### config.mk
export PLATFORM = sky130hd
export DESIGN_NAME = bcd_gray
export DESIGN_NICKNAME = d
export VERILOG_FILES = /design/src/rtl/bcd_gray_pkg.sv /design/src/rtl/bcd_gray_enc4.sv /design/src/rtl/bcd_gray.sv
export SDC_FILE = /design/constraint.sdc
export NUM_CORES = 1
export LEC_CHECK = 0
export CAP_MARGIN = 15
export CORE_AREA = 3 3 40 42
export DETAILED_ROUTE_END_ITERATION = 6
export DIE_AREA = 0 0 43 45
export HOLD_SLACK_MARGIN = 0.05
export PLACE_DENSITY = 0.58
export SYNTH_ARGS = -nofsm -noshare
export SYNTH_HDL_FRONTEND = slang
export SYNTH_HIERARCHICAL = 1
export SYNTH_SLANG_ARGS = --single-unit
export TNS_END_PERCENT = 10
### constraint.sdc
create_clock -name clk -period 1 [get_ports clk]
set_clock_uncertainty 0.1 [all_clocks]
set_input_delay 0.1 -clock clk [delete_from_list [all_inputs] [get_ports clk]]
set_output_delay 0.1 -clock clk [all_outputs]
set_load 0.02 [all_outputs]
### src/rtl/bcd_gray_pkg.sv
// Shared Gray-code definitions: code width, code type and the binary<->Gray
// conversion functions used by any Gray-pointer logic in the codebase.
package bcd_gray_pkg;

  localparam int GRAY_W = 4;

  typedef logic [GRAY_W-1:0] gray_t;

  function automatic gray_t bin2gray(input gray_t bin);
    return bin ^ (bin >> 1);
  endfunction

  // Each binary bit is the XOR of all Gray bits at or above it, so the
  // decode ripples down from the MSB.
  function automatic gray_t gray2bin(input gray_t gray);
    gray_t bin;
    bin[GRAY_W-1] = gray[GRAY_W-1];
    for (int i = GRAY_W - 2; i >= 0; i--) begin
      bin[i] = bin[i+1] ^ gray[i];
    end
    return bin;
  endfunction

endpackage

### src/rtl/bcd_gray_enc4.sv
// Purely combinational 4-bit binary->Gray encoder with a Gray->binary
// decode of its own output, so the round trip is observable.
module gray_enc4
  import bcd_gray_pkg::*;
(
  input  logic [GRAY_W-1:0] b,
  output logic [GRAY_W-1:0] g,
  output logic [GRAY_W-1:0] b_back
);

  assign g      = bin2gray(b);
  assign b_back = gray2bin(g);

endmodule

### src/rtl/bcd_gray.sv
// Binary-to-Gray converter with a registered Gray output, a BCD-digit flag
// and a flag showing the registered code moved by at most one bit.
module bcd_gray
  import bcd_gray_pkg::*;
(
  input  logic              clk,
  input  logic              rst,
  input  logic [GRAY_W-1:0] b,
  output logic [GRAY_W-1:0] g,
  output logic [GRAY_W-1:0] g_q,
  output logic              bcd_ok_q,
  output logic              step_ok_q,
  output logic [GRAY_W-1:0] b_back
);

  logic [GRAY_W-1:0] diff;
  logic              step_ok_d;
  logic              bcd_ok_d;

  gray_enc4 u_enc (
    .b      (b),
    .g      (g),
    .b_back (b_back)
  );

  // At most one bit set <=> clearing the lowest set bit leaves nothing.
  assign diff      = g ^ g_q;
  assign step_ok_d = ((diff & (diff - 4'd1)) == '0);
  assign bcd_ok_d  = (b <= 4'd9);

  always_ff @(posedge clk or posedge rst) begin
    if (rst) begin
      g_q       <= '0;
      bcd_ok_q  <= 1'b1;
      step_ok_q <= 1'b1;
    end else begin
      g_q       <= g;
      bcd_ok_q  <= bcd_ok_d;
      step_ok_q <= step_ok_d;
    end
  end

endmodule

== After elaboration in Yosys (flattened, before gate mapping) ==
Index checks and enable logic that the tools add are counted.
Word-level totals
  register bits: 6
  input bits: 6
  output and inout bits: 14
  logic and storage cells: 12
Cells by class
  $add $sub $neg: 1
  magnitude comparators: 1
  bitwise operators: 6
  reduce and logical (&&, ||, !) cells: 1
Operators by type and width (count)
  4-bit bitwise AND: 1
  4-bit <= comparator (second input constant): 1
  4-bit zero test: 1
  4-bit by 1-bit subtractor with 4-bit output (second input constant): 1
  4-bit by 3-bit bitwise XOR with 4-bit output: 1
  4-bit bitwise XOR: 1
  1-bit bitwise XOR: 3

== Depth between registers and ports, before layout ==
Gate-level depths: netlist (run 1).
  depth after elaboration: 5
  mapped depth: 6
  gate-level depth less buffers: 6

== Modules after synthesis ==
Netlist (run 1), hierarchy kept.
By module, submodules not included
  bcd_gray: times used 1, cells an instance 15, area each 215.2 um2, seq. area each 152.6 um2
  gray_enc4: times used 1, cells an instance 11, area each 91.3 um2, seq. area each 0.0 um2

== Worst setup path before layout (run 1) ==
OpenSTA, ideal clock, no wires.
  path kind: in2out
  start: input b[2]
  end: output b_back[0]
  arrival: 1.031 ns
  required time: 0.800 ns
  path slack: -0.231 ns
  stages on the path: 4
  cells stage by stage: inv_1 -> ha_1 -> or2_2 -> xor2_1
On the way
  word-level cells in the longest chain between the ends: 4
RTL lines
  start, declared: RTL line bcd_gray.sv:8  | input logic [GRAY_W-1:0] b,
  4-bit by 3-bit bitwise XOR with 4-bit output (*): RTL line bcd_gray_pkg.sv:10  | return bin ^ (bin >> 1);
  1-bit bitwise XOR: RTL line bcd_gray_pkg.sv:19  | bin[i] = bin[i+1] ^ gray[i];
  1-bit bitwise XOR (*): RTL line bcd_gray_pkg.sv:19
  named net b_back[1]: RTL line bcd_gray.sv:13  | output logic [GRAY_W-1:0] b_back
  1-bit bitwise XOR (*): RTL line bcd_gray_pkg.sv:19
  end, declared: RTL line bcd_gray.sv:13
The timed path passes the listed nets; every way through them passes the cells marked *.

== Worst setup path after layout (run 1) ==
  start: input b[1]
  end: output b_back[0]
On the way
  word-level cells in the longest chain between the ends: 3
RTL lines (RTL line)
  4-bit by 3-bit bitwise XOR with 4-bit output (*): bcd_gray_pkg.sv:10
  1-bit bitwise XOR: bcd_gray_pkg.sv:19
  1-bit bitwise XOR (*): bcd_gray_pkg.sv:19
Every way passes the cells marked *; elsewhere a longest branch is shown, timed or not.

==> results of run 1 <==
==> worst max-delay path, delay by kind of cell <==
family        cells  cell delay [ps]
simple gates      1              250
buf+inv           2              230
fa+ha+maj         1              170
xor+xnor          1              150
==> kinds of logic (layout without fill, tap and decap cells) <==
logic type | after synthesis | in the layout
adder cells (fa/ha/maj) | 2 | 2
flip-flops | 6 | 6
AO/OA/AOI/OAI | 3 | 3
XOR/XNOR | 7 | 7
buffers and inverters | 6 | 37
AND/OR/NAND/NOR | 2 | 2
==> power by group <==
| group | total [uW] | switching [uW] | internal [uW] |
|---|---|---|---|
| Clock | 203 | 68.2 | 134 |
| Sequential | 301 | 17.6 | 283 |
| Combinational | 436 | 205 | 231 |
| Total | 940 | 291 | 648 |
==> sequential cells by signal (all words and copies together) (netlist names) <==
name	flops
step_ok_q	1
bcd_ok_q	1
g_q	4
==> placed cells by master, fill, tap and decap left out, types with 2 or more instances in the layout <==
cell type and count:
xnor2_4 2, buf_4 10, dfstp_2 2, xnor2_2 2, xor2_4 2, o211ai_1 2
inv_2 3, dfrtp_1 4, dlygate4sd3_1 2, buf_6 9, dlygate4sd2_1 2, buf_2 5
clkbuf_4 3
==> routing by layer <==
metal	track usage, %	up-vias
met1	8.89	129
met3	1.59	0
li1	-	139
met2	17.1	12
met4	9.04	0
met5	0	-
==> cell type report <==
cell class	count	area (um2)	area share, %
Inverter	3	11.3	1.60
Multi-Input combinational cell	14	231	32.8
Timing Repair Buffer	31	269	38.1
Clock buffer	3	22.5	3.19
Tap cell	15	18.8	2.66
Sequential cell	6	153	21.6
==> what timing repair did <==
action,in CTS,in global routing
cloned,0,0
hold buffers,2,0
endpoints found under the setup margin,16,11
buffers inserted,0,0
pin swaps,4,6
endpoints found under the hold margin,5,0
gates resized for setup,78,19
==> stage by stage <==
stage                     std cells  hold slack, ps  utilization [%]
after global routing             72            59.6             54.9
final                            72            56.4             54.9
after floorplan                  26            -210                -
after detailed placement         67             223             47.6
after CTS                        72            81.8             49.4
after global placement           67             222             47.6
==> how the worst max path moves through the flow <==
stage	cells after the start	slack [ps]	start	to
floorplan	6	-60	b[2]	step_ok_q
global placement	6	-1020	b[2]	b_back[0]
detailed placement	6	-1030	b[2]	b_back[0]
CTS	5	-100	b[1]	b_back[0]
global route	4	-160	g_q[1]	step_ok_q
finish	5	-110	b[1]	b_back[0]
==> synth_stat cells <==
cell / count
o21ai_0: 1
buf_4: 2
or2_2: 1
inv_1: 3
xor2_1: 2
clkbuf_1: 1
o211ai_1: 2
xnor2_1: 4
xor2_2: 1
dfrtp_1: 4
ha_1: 2
dfstp_2: 2
nand2_1: 1
==> metrics.txt, run 1 <==
outcome=finished, violations left; failing checks=setup timing; synthesized flop and latch total=6; GPL Wtd Cong=0.661; Critical Path End Type=primary output; final hold vios=0; Yosys warnings=6; drt total wl=around 800 um; Critical Path Source Type=input port; cell count after synthesis=26; I/O pin count=20; vias in the first global route=around 300; cell mode on critical path=buf_6; Routed met2 length=roughly 510 um; Tmin final=~1100 ps; met1 WL=232 um; # rows=13; fin. max-slew vios=0; first-pass GRT wire length=roughly 1300 um; reg-to-reg setup timing slack=-100 ps; Pwr Density=1330 nW/um2; vias per cell=around 3.9; endpoints failing setup=4; antenna violations before repair=0; Post-route DRC=0; setup slack at placement=-1030 ps; Post-Synth Simple-Gate Area=about 3.3%; Seq/Total Area, Yosys=approximately 50%; Area contributors post-synth=dfrtp_1 (33%), dfstp_2 (17%), xnor2_1 (11%), ha_1 (8.2%), xor2_1 (5.7%); CTS H-tree lvls=1; Via Count=between 200 and 300; Post-Syn Nets=34; CP max stage delay=250 ps; Congestion Overflow GR=0; Post-DRT Antenna Nets=0; Hold Path Depth=3; XOR/XNOR Fraction of Synth Area=22.4%; Initial Util=approximately a quarter; Mapped Area=between 300 and 400 um2; maximum VDD drop=0.568 mV; die width=between 40 and 50 um; measured slew at the worst slew-check pin=252 ps; crit path DAT=between 900 and 1000 ps; Max Used Layer=met3; Endpoint, Worst Hold=bcd_ok_q; worst hold start=b[1]; Post-DP Area=~610 um2; CTS Buf Count=3; Setup TNS=-331 ps; Pwr Total=around 940 uW; Worst Path Required=800 ps; largest family of logic cells by synthesized area=XOR/XNOR gates; worst min path class=input port to flip-flop; max_slew headroom=83.2%; Synth Area in Adders=between 8 and 9%; Layout fillers=approximately 120; routed wire length per instance=around 11 um; clock root cell=clkbuf_4; Layout Nets=67; Final Worst Setup Slack=-109 ps; final instance area=~710 um2; P_leak=about 0.00033 uW; area grow syn2layout=130%; Synth cell types=13; clock sinks=6; CTS max path bufs=2; R2R cell count=4; Max Cap Violations=0; detailed-placement wirelength estimate=roughly 600 um; cell taking the most area after synthesis=dfrtp_1; Clock Pin Slew Worst Setup and Hold Paths=approximately 40 ps; slowest CP cell=or2_4; critical path, cell by cell=buf_6, ha_2, or2_4, xor2_4, buf_6; # diodes=0; pin count of the biggest net entering global routing=7; GRT Resource Usage Total=under 10%; syn avg cell area=~12 um2; Starting DRT DRC Count=2; DR pass1 iterations=2; RR Startpoint=g_q[0]; die area=about 1900 um2; IO Port Bufs=19; Yosys top cell area share=about a third; Fmax=between 0.9 and 1 GHz; reg-to-reg endpoint=step_ok_q; die height=between 40 and 50 um; Crit Path Class=input port to primary output; CTS tree=done; worst-path maximum fanout=3; mux contribution to synthesized area=0%; Clk Latency, worst-skew pair=approximately 230 ps; Tcrit/Tclk final=111%; share of layout cells above drive strength 1=77.2%; compound-gate portion of the synthesized area=approximately 6.5%; RSZ-0062 raised after global routing=yes; met3 WL post-DR=54 um; Core Box Area=about 1300 um2
(Power assumes the default switching activity.)
==> run 2, diff against run 1 <==
--- a/config.mk
+++ b/config.mk
@@ -7,6 +7,7 @@
 export LEC_CHECK = 0
 export CAP_MARGIN = 15
 export CORE_AREA = 3 3 40 42
+export CTS_CLUSTER_DIAMETER = 40
 export DETAILED_ROUTE_END_ITERATION = 6
 export DIE_AREA = 0 0 43 45
 export HOLD_SLACK_MARGIN = 0.05
==> results of run 2 <==
The final DEF is identical to that of run 1; final timing and power are the same.
==> run 3, diff against run 2 <==
==> constraint.sdc (replaced) <==
create_clock -name clk -period 1 [get_ports clk]
set_clock_uncertainty 0.1 [all_clocks]
set_input_delay 0.1 -clock clk [delete_from_list [all_inputs] [get_ports clk]]
set_output_delay 0.1 -clock clk [all_outputs]
set_load 0.01 [all_outputs]
==> metrics.txt, run 3 (synthesis results as in run 1) <==
critical path, cell by cell=buf_6, xnor2_4, o211ai_1, nand2_1; Biggest register=g_q; routed wire length per instance=12.6 um (+13%); outcome=finished, violations left; failing checks=setup timing; highest-count cells in the layout ignoring fill and taps=buf_4 (7), buf_6 (6), buf_2 (6); measured slew at the worst slew-check pin=228 ps (-23.5 ps); endpoints failing setup=4 (unchanged); reg-to-reg setup timing slack=-100 ps (about the same); Layout fillers=120 (+4.3%); clock power share=24.2% (+2.6 points); worst min path class=input port to flip-flop; Largest regs=g_q: 4 flops, bcd_ok_q: 1 flops, step_ok_q: 1 flops; Core Box Area=1280 um2 (unchanged); CTS max path bufs=2 (unchanged); CTS Buf Count=3 (unchanged); GRT Resource Usage Total=12.5% (+3.1 points); Clk Latency, worst-skew pair=240 ps (about the same); Tmin final=1100 ps (-6.36 ps); RR Startpoint=g_q[3]; Critical Path End Type=flip-flop; Critical Path Source=g_q[3]; worst hold start=b[2]; P_leak=0.000323 uW (-2.3%); setup slack at placement=-1040 ps (-0.920 ps); Initial Util=23.9% (unchanged); Post-CTS Repair Setup Buffers=0 (unchanged); CTS H-tree lvls=1 (unchanged); pin count of the biggest net entering global routing=7 (unchanged); I/O pin count=20 (unchanged); die area=1940 um2 (unchanged); # rows=13 (unchanged); slowest CP cell=dfrtp_1; Hold WS=62.7 ps (+6.38 ps); Critical Path Source Type=flip-flop; max reg flops=4 (unchanged); share of layout cells above drive strength 1=70.2% (-7.0 points); fin. max-slew vios=0 (unchanged); commonest non-fill, non-tap cell in the layout=buf_4; register area=153 um2 (unchanged); multi-input logic area=219 um2 (-5.4%); Post-DRT Antenna Nets=0 (unchanged); Crit Path Class=flip-flop to flip-flop; first-pass GRT wire length=1640 um (+28%); Starting DRT DRC Count=0 (-2); Final Worst Setup Slack=-103 ps (+6.36 ps); clock root cell=clkbuf_4; Logic pwr share=41.6% (-4.8 points); Pwr Total=872 uW (-7.2%); CTS tree=done; R2R cell count=4 (unchanged); RSZ-0062 raised after global routing=yes; Layout Nets=67 (unchanged); Fmax=0.907 GHz (+0.58%); die height=45 um (unchanged); Worst Path Required=1060 ps (+260 ps); area grow syn2layout=122%; switching share of power=28.7% (-2.3 points); Clock Pin Slew Worst Setup and Hold Paths=40 ps (about the same); Tcrit/Tclk final=110% (-0.64 points); Hold Path Depth=3 (unchanged); die width=43 um (unchanged); drt total wl=908 um (+13%); vias in the first global route=362 (+22%); Via Count=301 (+7.5%); Net Sw Power=250 uW (-14%); final hold vios=0 (unchanged); # diodes=0 (unchanged); maximum VDD drop=0.568 mV (about the same); Reg power frac=34.2% (+2.2 points); Pwr Density=1280 nW/um2 (-3.9%); max_slew headroom=84.8% (+1.6 points); antenna violations before repair=0 (unchanged); vias per cell=4.18 (+7.5%); DR pass1 iterations=1 (-1); Post-route DRC=0 (unchanged); Congestion Overflow GR=0 (unchanged); GPL Wtd Cong=0.672 (+1.5%); detailed-placement wirelength estimate=679 um (+10%); worst-path maximum fanout=2 (-1); clock sinks=6 (unchanged); Max Cap Violations=0 (unchanged); CP max stage delay=370 ps (+120 ps); IO Port Bufs=19 (unchanged); crit path DAT=1160 ps (+250 ps); fin util=53.1% (-1.8 points); Pint=622 uW (-4.1%)
-- run 3: changes by cell type in the layout (fill, tap and decap cells not counted), moves of 2 or more --
cell / change
buf_6: -3
clkdlybuf4s15_1: +3
clkbuf_2: +2
xor2_4: -2
xor2_2: +2
buf_4: -3
-- run 3: final timing paths --
path / to
worst min register to register: step_ok_q
max in group asynchronous: bcd_ok_q
min in group asynchronous: g_q[0]
worst max register to register: step_ok_q
worst min-delay path: bcd_ok_q
worst max-delay path: step_ok_q
-- run 3: what timing repair did --
item | CTS | global route
endpoints found under the hold margin | 5 | 0
pin swaps | 8 | 2
resized for setup | 73 | 8
endpoints found under the setup margin | 18 | 11
hold buffers | 2 | 0
-- run 3: power by group through the flow --
stage | registers (uW) | clock network (uW) | logic (uW)
final | 298 | 211 | 363
after global routing | 303 | 230 | 395
after CTS | 299 | 224 | 366
after detailed placement | 298 | 0 | 326
after global placement | 295 | 0 | 314
after floorplan | 315 | 0 | 104
-- run 3: metal layers --
metal  part of all wire, %  routed length, um  vias up  GRT usage (%)
met5                     0                  0        -              0
met4                   1.9                 17        0           9.04
met3                    10                 93        2           3.59
met2                    56                510       21           24.3
met1                    32                287      140           10.7
li1                      -                  -      138              -
-- run 3: cell type report --
cell class / instances / share of cell area [%]
timing repair buffer: 31 / 37.8
multi-input combinational: 14 / 32.1
sequential: 6 / 22.4
clock buffer: 3 / 3.30
tap: 15 / 2.75
inverter: 3 / 1.65
-- run 3: critical path, delay by kind of cell (launching register included) --
family	cells	cell delay, ps
AO/OA/AOI/OAI	1	200
XOR/XNOR	1	120
buffers and inverters	1	130
flip-flops	1	370
AND/OR/NAND/NOR	1	90
-- run 3: per-stage QoR --
| stage | area [um2] | setup TNS (ps) | cells |
|---|---|---|---|
| 6_report | 682 | -288 | 72 |
| 5_1_grt | 682 | -458 | 72 |
| 4_1_cts | 692 | -536 | 72 |
| 3_5_place_dp | 579 | -7930 | 67 |
| 3_3_place_gp | 579 | -7550 | 67 |
| 2_1_floorplan | 314 | 0 | 26 |
